<file path="src/rtl/eth_axis_rx_packer.sv">
// AXI-Stream width upsizer for the Ethernet RX path: packs IN_W-bit beats
// little-endian into IN_W*RATIO-bit words and queues them in a FWFT FIFO.
module eth_axis_rx_packer #(
  parameter int unsigned IN_W        = 8,
  parameter int unsigned RATIO       = 4,
  parameter int unsigned DEPTH       = 4,
  parameter int unsigned TUSER_FRAME = 0
) (
  input  logic                         s_clk_i,
  input  logic                         s_rstn_i,
  input  logic [IN_W-1:0]              s_axis_tdata,
  input  logic                         s_axis_tvalid,
  input  logic                         s_axis_tuser,
  input  logic                         s_axis_tlast,
  output logic                         s_axis_tready,
  output logic [IN_W*RATIO-1:0]        m_axis_tdata,
  output logic [$clog2(RATIO)-1:0]     m_axis_byte_count,
  output logic                         m_axis_tvalid,
  output logic                         m_axis_tuser,
  output logic                         m_axis_tlast,
  input  logic                         m_axis_tready,
  output logic [$clog2(DEPTH+1)-1:0]   fifo_level_o
);

  localparam int unsigned OUT_W  = IN_W * RATIO;
  localparam int unsigned LANE_W = $clog2(RATIO);
  localparam int unsigned PTR_W  = $clog2(DEPTH);
  localparam int unsigned LVL_W  = $clog2(DEPTH + 1);
  localparam logic        FRAME_MODE = (TUSER_FRAME != 0);

  typedef struct packed {
    logic              user;
    logic              last;
    logic [LANE_W-1:0] bc;
    logic [OUT_W-1:0]  data;
  } word_t;

  // Packing state
  logic [LANE_W-1:0] lane_q, lane_d;
  logic [OUT_W-1:0]  acc_q, acc_d;
  logic              acc_user_q, acc_user_d;
  logic              sticky_q, sticky_d;

  // FIFO state; head_q is the registered copy of the entry at rd_ptr_q
  word_t             mem [DEPTH];
  logic [PTR_W-1:0]  wr_ptr_q, wr_ptr_d;
  logic [PTR_W-1:0]  rd_ptr_q, rd_ptr_d;
  logic [LVL_W-1:0]  level_q, level_d;
  logic              full_q, full_d;
  word_t             head_q, head_d;
  logic              head_vld_q, head_vld_d;

  logic              accept;
  logic              commit;
  logic              pop;
  logic [OUT_W-1:0]  merged;
  word_t             push_word;

  // Beat placement, word assembly and tuser accumulation
  always_comb begin
    accept     = s_axis_tvalid & ~full_q;
    commit     = accept & ((lane_q == LANE_W'(RATIO - 1)) | s_axis_tlast);

    merged = acc_q;
    for (int unsigned k = 0; k < RATIO; k++) begin
      if (lane_q == LANE_W'(k)) begin
        merged[IN_W*k +: IN_W] = s_axis_tdata;
      end
    end

    push_word.data = merged;
    push_word.bc   = lane_q;
    push_word.last = s_axis_tlast;
    push_word.user = acc_user_q | s_axis_tuser |
                     (FRAME_MODE & s_axis_tlast & sticky_q);

    lane_d     = lane_q;
    acc_d      = acc_q;
    acc_user_d = acc_user_q;
    sticky_d   = sticky_q;

    if (accept) begin
      if (commit) begin
        lane_d     = '0;
        acc_d      = '0;
        acc_user_d = 1'b0;
      end else begin
        lane_d     = lane_q + LANE_W'(1);
        acc_d      = merged;
        acc_user_d = acc_user_q | s_axis_tuser;
      end
      sticky_d = s_axis_tlast ? 1'b0 : (sticky_q | s_axis_tuser);
    end
  end

  // FIFO pointer/level update and next head selection
  always_comb begin
    pop = head_vld_q & m_axis_tready;

    wr_ptr_d   = wr_ptr_q + PTR_W'(commit);
    rd_ptr_d   = rd_ptr_q + PTR_W'(pop);
    level_d    = level_q + LVL_W'(commit) - LVL_W'(pop);
    full_d     = (level_d == LVL_W'(DEPTH));
    head_vld_d = (level_d != '0);
    head_d     = head_q;

    if (level_d != '0) begin
      if (commit && (wr_ptr_q == rd_ptr_d)) begin
        head_d = push_word;
      end else begin
        head_d = mem[rd_ptr_d];
      end
    end
  end

  always_ff @(posedge s_clk_i or negedge s_rstn_i) begin
    if (!s_rstn_i) begin
      lane_q     <= '0;
      acc_q      <= '0;
      acc_user_q <= 1'b0;
      sticky_q   <= 1'b0;
      wr_ptr_q   <= '0;
      rd_ptr_q   <= '0;
      level_q    <= '0;
      full_q     <= 1'b0;
      head_q     <= '0;
      head_vld_q <= 1'b0;
    end else begin
      lane_q     <= lane_d;
      acc_q      <= acc_d;
      acc_user_q <= acc_user_d;
      sticky_q   <= sticky_d;
      wr_ptr_q   <= wr_ptr_d;
      rd_ptr_q   <= rd_ptr_d;
      level_q    <= level_d;
      full_q     <= full_d;
      head_q     <= head_d;
      head_vld_q <= head_vld_d;
    end
  end

  // Storage needs no reset: occupancy is tracked by the pointers alone
  always_ff @(posedge s_clk_i) begin
    if (commit) begin
      mem[wr_ptr_q] <= push_word;
    end
  end

  assign s_axis_tready     = ~full_q;
  assign m_axis_tvalid     = head_vld_q;
  assign m_axis_tdata      = head_q.data;
  assign m_axis_byte_count = head_q.bc;
  assign m_axis_tlast      = head_q.last;
  assign m_axis_tuser      = head_q.user;
  assign fifo_level_o      = level_q;

endmodule

</file>
<file path="config.mk">
export PLATFORM = sky130hd
export DESIGN_NAME = eth_axis_rx_packer
export DESIGN_NICKNAME = d
export VERILOG_FILES = /design/src/rtl/eth_axis_rx_packer.sv
export SDC_FILE = /design/constraint.sdc
export NUM_CORES = 1
export LEC_CHECK = 0
export BUFFER_PORTS_ARGS = -buffer_cell sky130_fd_sc_hd__buf_2
export CAP_MARGIN = 5
export CORE_MARGIN = 4
export CORE_UTILIZATION = 60
export DETAILED_ROUTE_END_ITERATION = 10
export PLACE_DENSITY = 0.79
export SKIP_LAST_GASP = 1
export SLEW_MARGIN = 20
export SYNTH_ARGS = -nofsm -noshare
export SYNTH_HDL_FRONTEND = slang
export SYNTH_SLANG_ARGS = --single-unit
</file>
<file path="constraint.sdc">
create_clock -name s_clk_i -period 9.45 [get_ports s_clk_i]
set_clock_uncertainty 0.2 [all_clocks]
set_input_delay 0.4725 -clock s_clk_i [delete_from_list [all_inputs] [get_ports s_clk_i]]
set_output_delay 0.4725 -clock s_clk_i [all_outputs]
set_load 0.02 [all_outputs]
</file>
---- Yosys cells after proc, flatten, opt, wreduce, memory -nomap -nowiden ----
Memories as Yosys holds them, arrays and structs flattened. A register that Yosys moved wholly into a read port is not among the register bits.
Index checks and enable logic that the tools add are counted.
cells by class
  add/subtract/negate cells ............... 5
  equality and inequality tests ........... 4
  mux-type cells .......................... 9
  bitwise logic cells ..................... 6
  reduce and logical (&&, ||, !) cells .... 3
operators with widths
  cell                                                             number
  32-bit two-way mux                                               1
  8-bit two-way mux                                                4
  2-bit by 1-bit adder with 2-bit output                           2
  2-bit == test, second input constant                             2
  3-bit by 1-bit adder with 3-bit output                           1
  1-bit bitwise AND                                                3
  3-bit == test, second input constant                             1
  1-bit two-way mux                                                3
  3-bit nonzero test                                               1
  3-bit by 1-bit subtractor with 3-bit output                      1
  2-bit by 1-bit adder with 2-bit output, second input constant    1
  2-bit by 1-bit == test with 1-bit output, second input constant  1
  2-bit logical NOT                                                1
  2-bit two-way mux                                                1
  1-bit OR                                                         2
  1-bit logical NOT                                                1
  1-bit inverter                                                   1
word-level totals
  register bits ........................... 44
  memory bits (writable) .................. 144
  bits of input ports ..................... 14
  memories kept ........................... 1
memory list
  name  depth  bits a word  read ports  clocked after memory_dff  write ports  line  text
  mem   4      36           1           1                         1            45    word_t mem [DEPTH];

---- Longest topological paths before layout ----
  depth in word-level cells ............... 6
  gate-level depth with buffers ........... 16

---- Least setup slack after synthesis ----
Ideal clock, no wire load.
  path kind ............................... flip-flop to flip-flop
  start point ............................. register lane_q[0]
  end point ............................... memory mem[0][0] (netlist bit), enable pin
  data arrival time ....................... 3949 ps
  data required time ...................... 8776 ps
  path slack .............................. 4827 ps
  stages on the path, launching flop included .. 8
  clock period less this slack ............ 4623 ps
  path through ............................ dfrtp_1 -> ha_1 -> buf_4 -> nor2_1 -> nor2_1 -> clkinv_1 -> clkbuf_1 -> nor3_1
between the ends
  longest elaborated chain between the ends .. 5
ends and longest elaborated chain
  element                                  line  text
  from (decl)                              39    logic [LANE_W-1:0] lane_q, lane_d;
  from (signal assigned)                   129   lane_q <= lane_d;
  2-bit == test                            62    commit = accept & ((lane_q == LANE_W'(RATIO - 1)) | s_axis_tlast);
  1-bit OR                                 62
  1-bit bitwise AND                        62
  1-bit two-way mux                        144   if (commit) begin
  1-bit two-way mux (not written as such)  145   mem[wr_ptr_q] <= push_word;
  to (decl)                                45
No other way between the ends.

---- Final worst setup path ----
  start point ............................. register lane_q[0]
  end point ............................... register, netlist name m_axis_tdata[11]
between the ends
  longest elaborated chain between the ends .. 6
ends and longest elaborated chain
  element                                      line  text
  2-bit == test                                62
  1-bit OR                                     62
  1-bit bitwise AND                            62
  3-bit by 1-bit adder with 3-bit output       102   level_d = level_q + LVL_W'(commit) - LVL_W'(pop);
  3-bit by 1-bit subtractor with 3-bit output  102
  net level_d[2]                               48    logic [LVL_W-1:0] level_q, level_d;
  3-bit nonzero test                           107   if (level_d != '0) begin
The timed path passes the listed nets, and every way through them passes these cells.
A chain may end at the register's enable or synchronous reset.

==> impl_results.md <==
* Syn Inst Count at 652
* Layout cells sized above 1 at 23.50%
* Die W at 133.3 um
* Max layer used: met4
* Setup CP Type: reg -> reg
* Top Ports at 55
* Setup TNS at 0 ns
* Num rows at 45
* Post-route ant nets at 0
* Placed cells at 885
* Largest net degree at the start of global routing at 81
* RSZ-0062 raised after global routing: no
* Synth Register Bits at 224
* Total power at 3.880 mW
* Min-delay worst type: in -> reg
* Critical Path AT at 5.26 ns
* Starting Density at 61.52%
* Final std cells w/o fill at 926
* Final WS setup at 4.378 ns
* Max Cap Violations at 0
* Final period util at 53.68%
* Global-route wire length before repair at 32.02 mm
* Clk slew on worst S/H paths at 0.06 ns
* Ys flop type: edfxtp_1
* Sequential cell area at 6326 um^2
* Die Y at 133.3 um
* Pre-Repair DR Iteration Count at 5
* Status: finished clean
* TritonCTS clock tree: built
* Core area at 15310 um^2
* Post-synthesis async set-or-reset flop share at 35.71%
* Met2 wire len at 10.42 mm
* Synth top area cells: edfxtp_1, dfrtp_1, mux2i_1
* Clock net sink count at 224
* Critical path peak fanout at 73
* Final wirelength at 20.17 mm
* Leakage at 4.214 nW
* DR vias at 5656
* Wl on met1 at 8.163 mm
* Residual DRC at 0
* Slew Limit Fails at 0
* Fmax achieved at 197.1 MHz
* Worst-Skew Late Latency at 0.51 ns
* Root Buffer Master: clkbuf_16
* Synth Area per Inst at 14.45 um^2
* Top-area cell type share of the netlist area at 45.90%
* Synthesized cell area at 9422 um^2
* Setup violators final at 0
* Netlist cell types at 37
* Critical path launch point type: flip-flop
* Die area at 17770 um^2
* Cell taking the most area after synthesis: edfxtp_1
* Pre-CTS setup slack at 4.565 ns
* Wirelength per Cell at 21.78 um
* Pwr Density at 367.4 nW/um^2
* Crit path time final at 5.072 ns
* Vias in the first global route at 5818
* Worst VDD drop at 0.0001757 V
* Starting DRT DRC Count at 544
* # diodes at 0
* DR WL met3 at 1.116 mm
* Worst-Margin Slew at 1.152 ns
* Slew headroom at 22.94%
* Layout Nets at 722
* Global route overflow at 0
* Multi-input logic area at 2770 um^2
* Max Root-Sink Buffers at 3
* CTS buffer count at 22
* Synth warn at 0
* Post-synth EDFFs at 144
* Critical Path RT at 9.63 ns
* DP HPWL at 12.04 mm
* Final hold viol count at 0
* # port buffers at 54
* Filler Cell Count at 1069
* Seq/Total Area, Yosys at 67.14%
* Via/cell ratio at 6.108
* Syn nets at 675
* Tot GR Track Use at 23.03%
* GP Congestion at 0.8318
* CP Capture Type: flip-flop
* Initial antenna violation count at 0
* Post-CTS sizing at 0
* Area grow syn2layout at 12.10%
* Htree depth at 1
==> cell usage after synthesis, types with 2 or more instances <==
| cell type | instances |
|---|---|
| edfxtp_1 | 144 |
| nor3_1 | 2 |
| o31ai_1 | 8 |
| buf_2 | 8 |
| inv_1 | 34 |
| xor2_1 | 2 |
| o32ai_1 | 36 |
| buf_4 | 5 |
| nor2_1 | 5 |
| mux2_2 | 44 |
| dfrtp_1 | 80 |
| clkbuf_1 | 21 |
| nor4_4 | 2 |
| o21ai_2 | 2 |
| o22a_1 | 23 |
| o22a_2 | 13 |
| o21ai_1 | 18 |
| clkbuf_4 | 2 |
| and2_1 | 9 |
| ha_1 | 8 |
| buf_1 | 2 |
| buf_6 | 6 |
| mux2i_1 | 60 |
| o21ai_0 | 34 |
| nand2_1 | 72 |
==> registers in the layout, indices dropped and copies added, names as in the netlist, 2 cells and up <==
register,cells
rd_ptr_q,2
lane_q,2
acc_q,32
m_axis_tdata,32
m_axis_byte_count,2
mem,144
fifo_level_o,3
wr_ptr_q,2
==> worst max-delay path: stages, from the launching register on <==
cell      delay [ns]
dfrtp_1         0.50
ha_1            0.48
nor2_1          0.25
nor2_1          0.27
clkinv_1        0.53
ha_1            0.52
inv_1           0.04
ha_1            0.18
fa_1            0.36
xnor3_1         0.40
or3_2           0.12
buf_4           0.60
o21ai_0         0.24
o22a_1          0.21
==> kinds of logic (layout without fill, tap and decap cells) <==
group           after synthesis  in the layout  synth area share [%]
flops                       224            224                 67.14
compound gates              135            135                 10.50
mux                         104            104                 11.63
simple gates                 96             96                 4.661
buf+inv                      79            142                 4.011
fa+ha+maj                     9              9                 1.275
xor+xnor                      5              5                0.7703
==> metal layers <==
| metal | up-vias | GRT usage [%] |
|---|---|---|
| met5 | - | 0 |
| met1 | 2869 | 30.69 |
| met4 | 0 | 7.086 |
| li1 | 2534 | - |
| met2 | 206 | 39.73 |
| met3 | 47 | 3.248 |
==> layout by cell type, fill, tap and decap left out, types with 3 or more instances in the layout <==
| cell type | instances |
|---|---|
| nor2_1 | 3 |
| inv_1 | 34 |
| buf_2 | 53 |
| dfrtp_1 | 80 |
| clkbuf_1 | 7 |
| o22a_2 | 13 |
| clkbuf_16 | 23 |
| mux2_2 | 44 |
| o21ai_1 | 18 |
| o32ai_1 | 36 |
| ha_1 | 7 |
| clkinv_2 | 6 |
| o21ai_0 | 34 |
| o31ai_1 | 8 |
| and2_1 | 9 |
| o22a_1 | 23 |
| nand2_1 | 72 |
| buf_4 | 12 |
| edfxtp_1 | 144 |
| mux2i_1 | 60 |
==> what timing repair did <==
item                                   in CTS  in global routing
hold buffers                                1                  0
endpoints found under the hold margin       1                  0
setup buffers                               0                  0
==> worst paths after layout <==
path | start | end | slack (ns) | depth (start not counted)
max | lane_q[0] | m_axis_tdata[11] | 4.38 | 13
max reg2reg | lane_q[0] | m_axis_tdata[11] | 4.38 | 13
min | s_axis_tlast | mem[0][34] | 0.05 | 1
min in group asynchronous | s_rstn_i | m_axis_tlast | 0.38 | 2
max in group asynchronous | s_rstn_i | m_axis_tdata[14] | 8.11 | 2
min reg2reg | acc_q[22] | acc_q[22] | 0.28 | 2
==> report_power, final <==
group / internal, mW / switching, mW
clock: 0.489 / 0.344
sequential: 1.33 / 0.114
combinational: 0.650 / 0.952
total: 2.47 / 1.41
==> metrics by stage <==
| step | cell area (um^2) | util (%) | hold WS [ns] |
|---|---|---|---|
| 2_1_floorplan | 9422 | - | -0.02309 |
| 3_3_place_gp | 9848 | 64.31 | 0.2606 |
| 3_5_place_dp | 9854 | 64.35 | 0.2696 |
| 4_1_cts | 10560 | 68.94 | 0.04175 |
| 5_1_grt | 10560 | 68.96 | 0.05708 |
| 6_report | 10560 | 68.96 | 0.04887 |
==> area by class of cell <==
| class | instances | share of cell area, % |
|---|---|---|
| tap | 211 | 2.500 |
| sequential | 224 | 59.90 |
| inverter | 35 | 1.244 |
| clock inverter | 8 | 0.6042 |
| timing repair buffer | 67 | 3.566 |
| multi-input combinational | 349 | 26.23 |
| clock buffer | 32 | 5.959 |
Power figures use the tool's default switching activity.
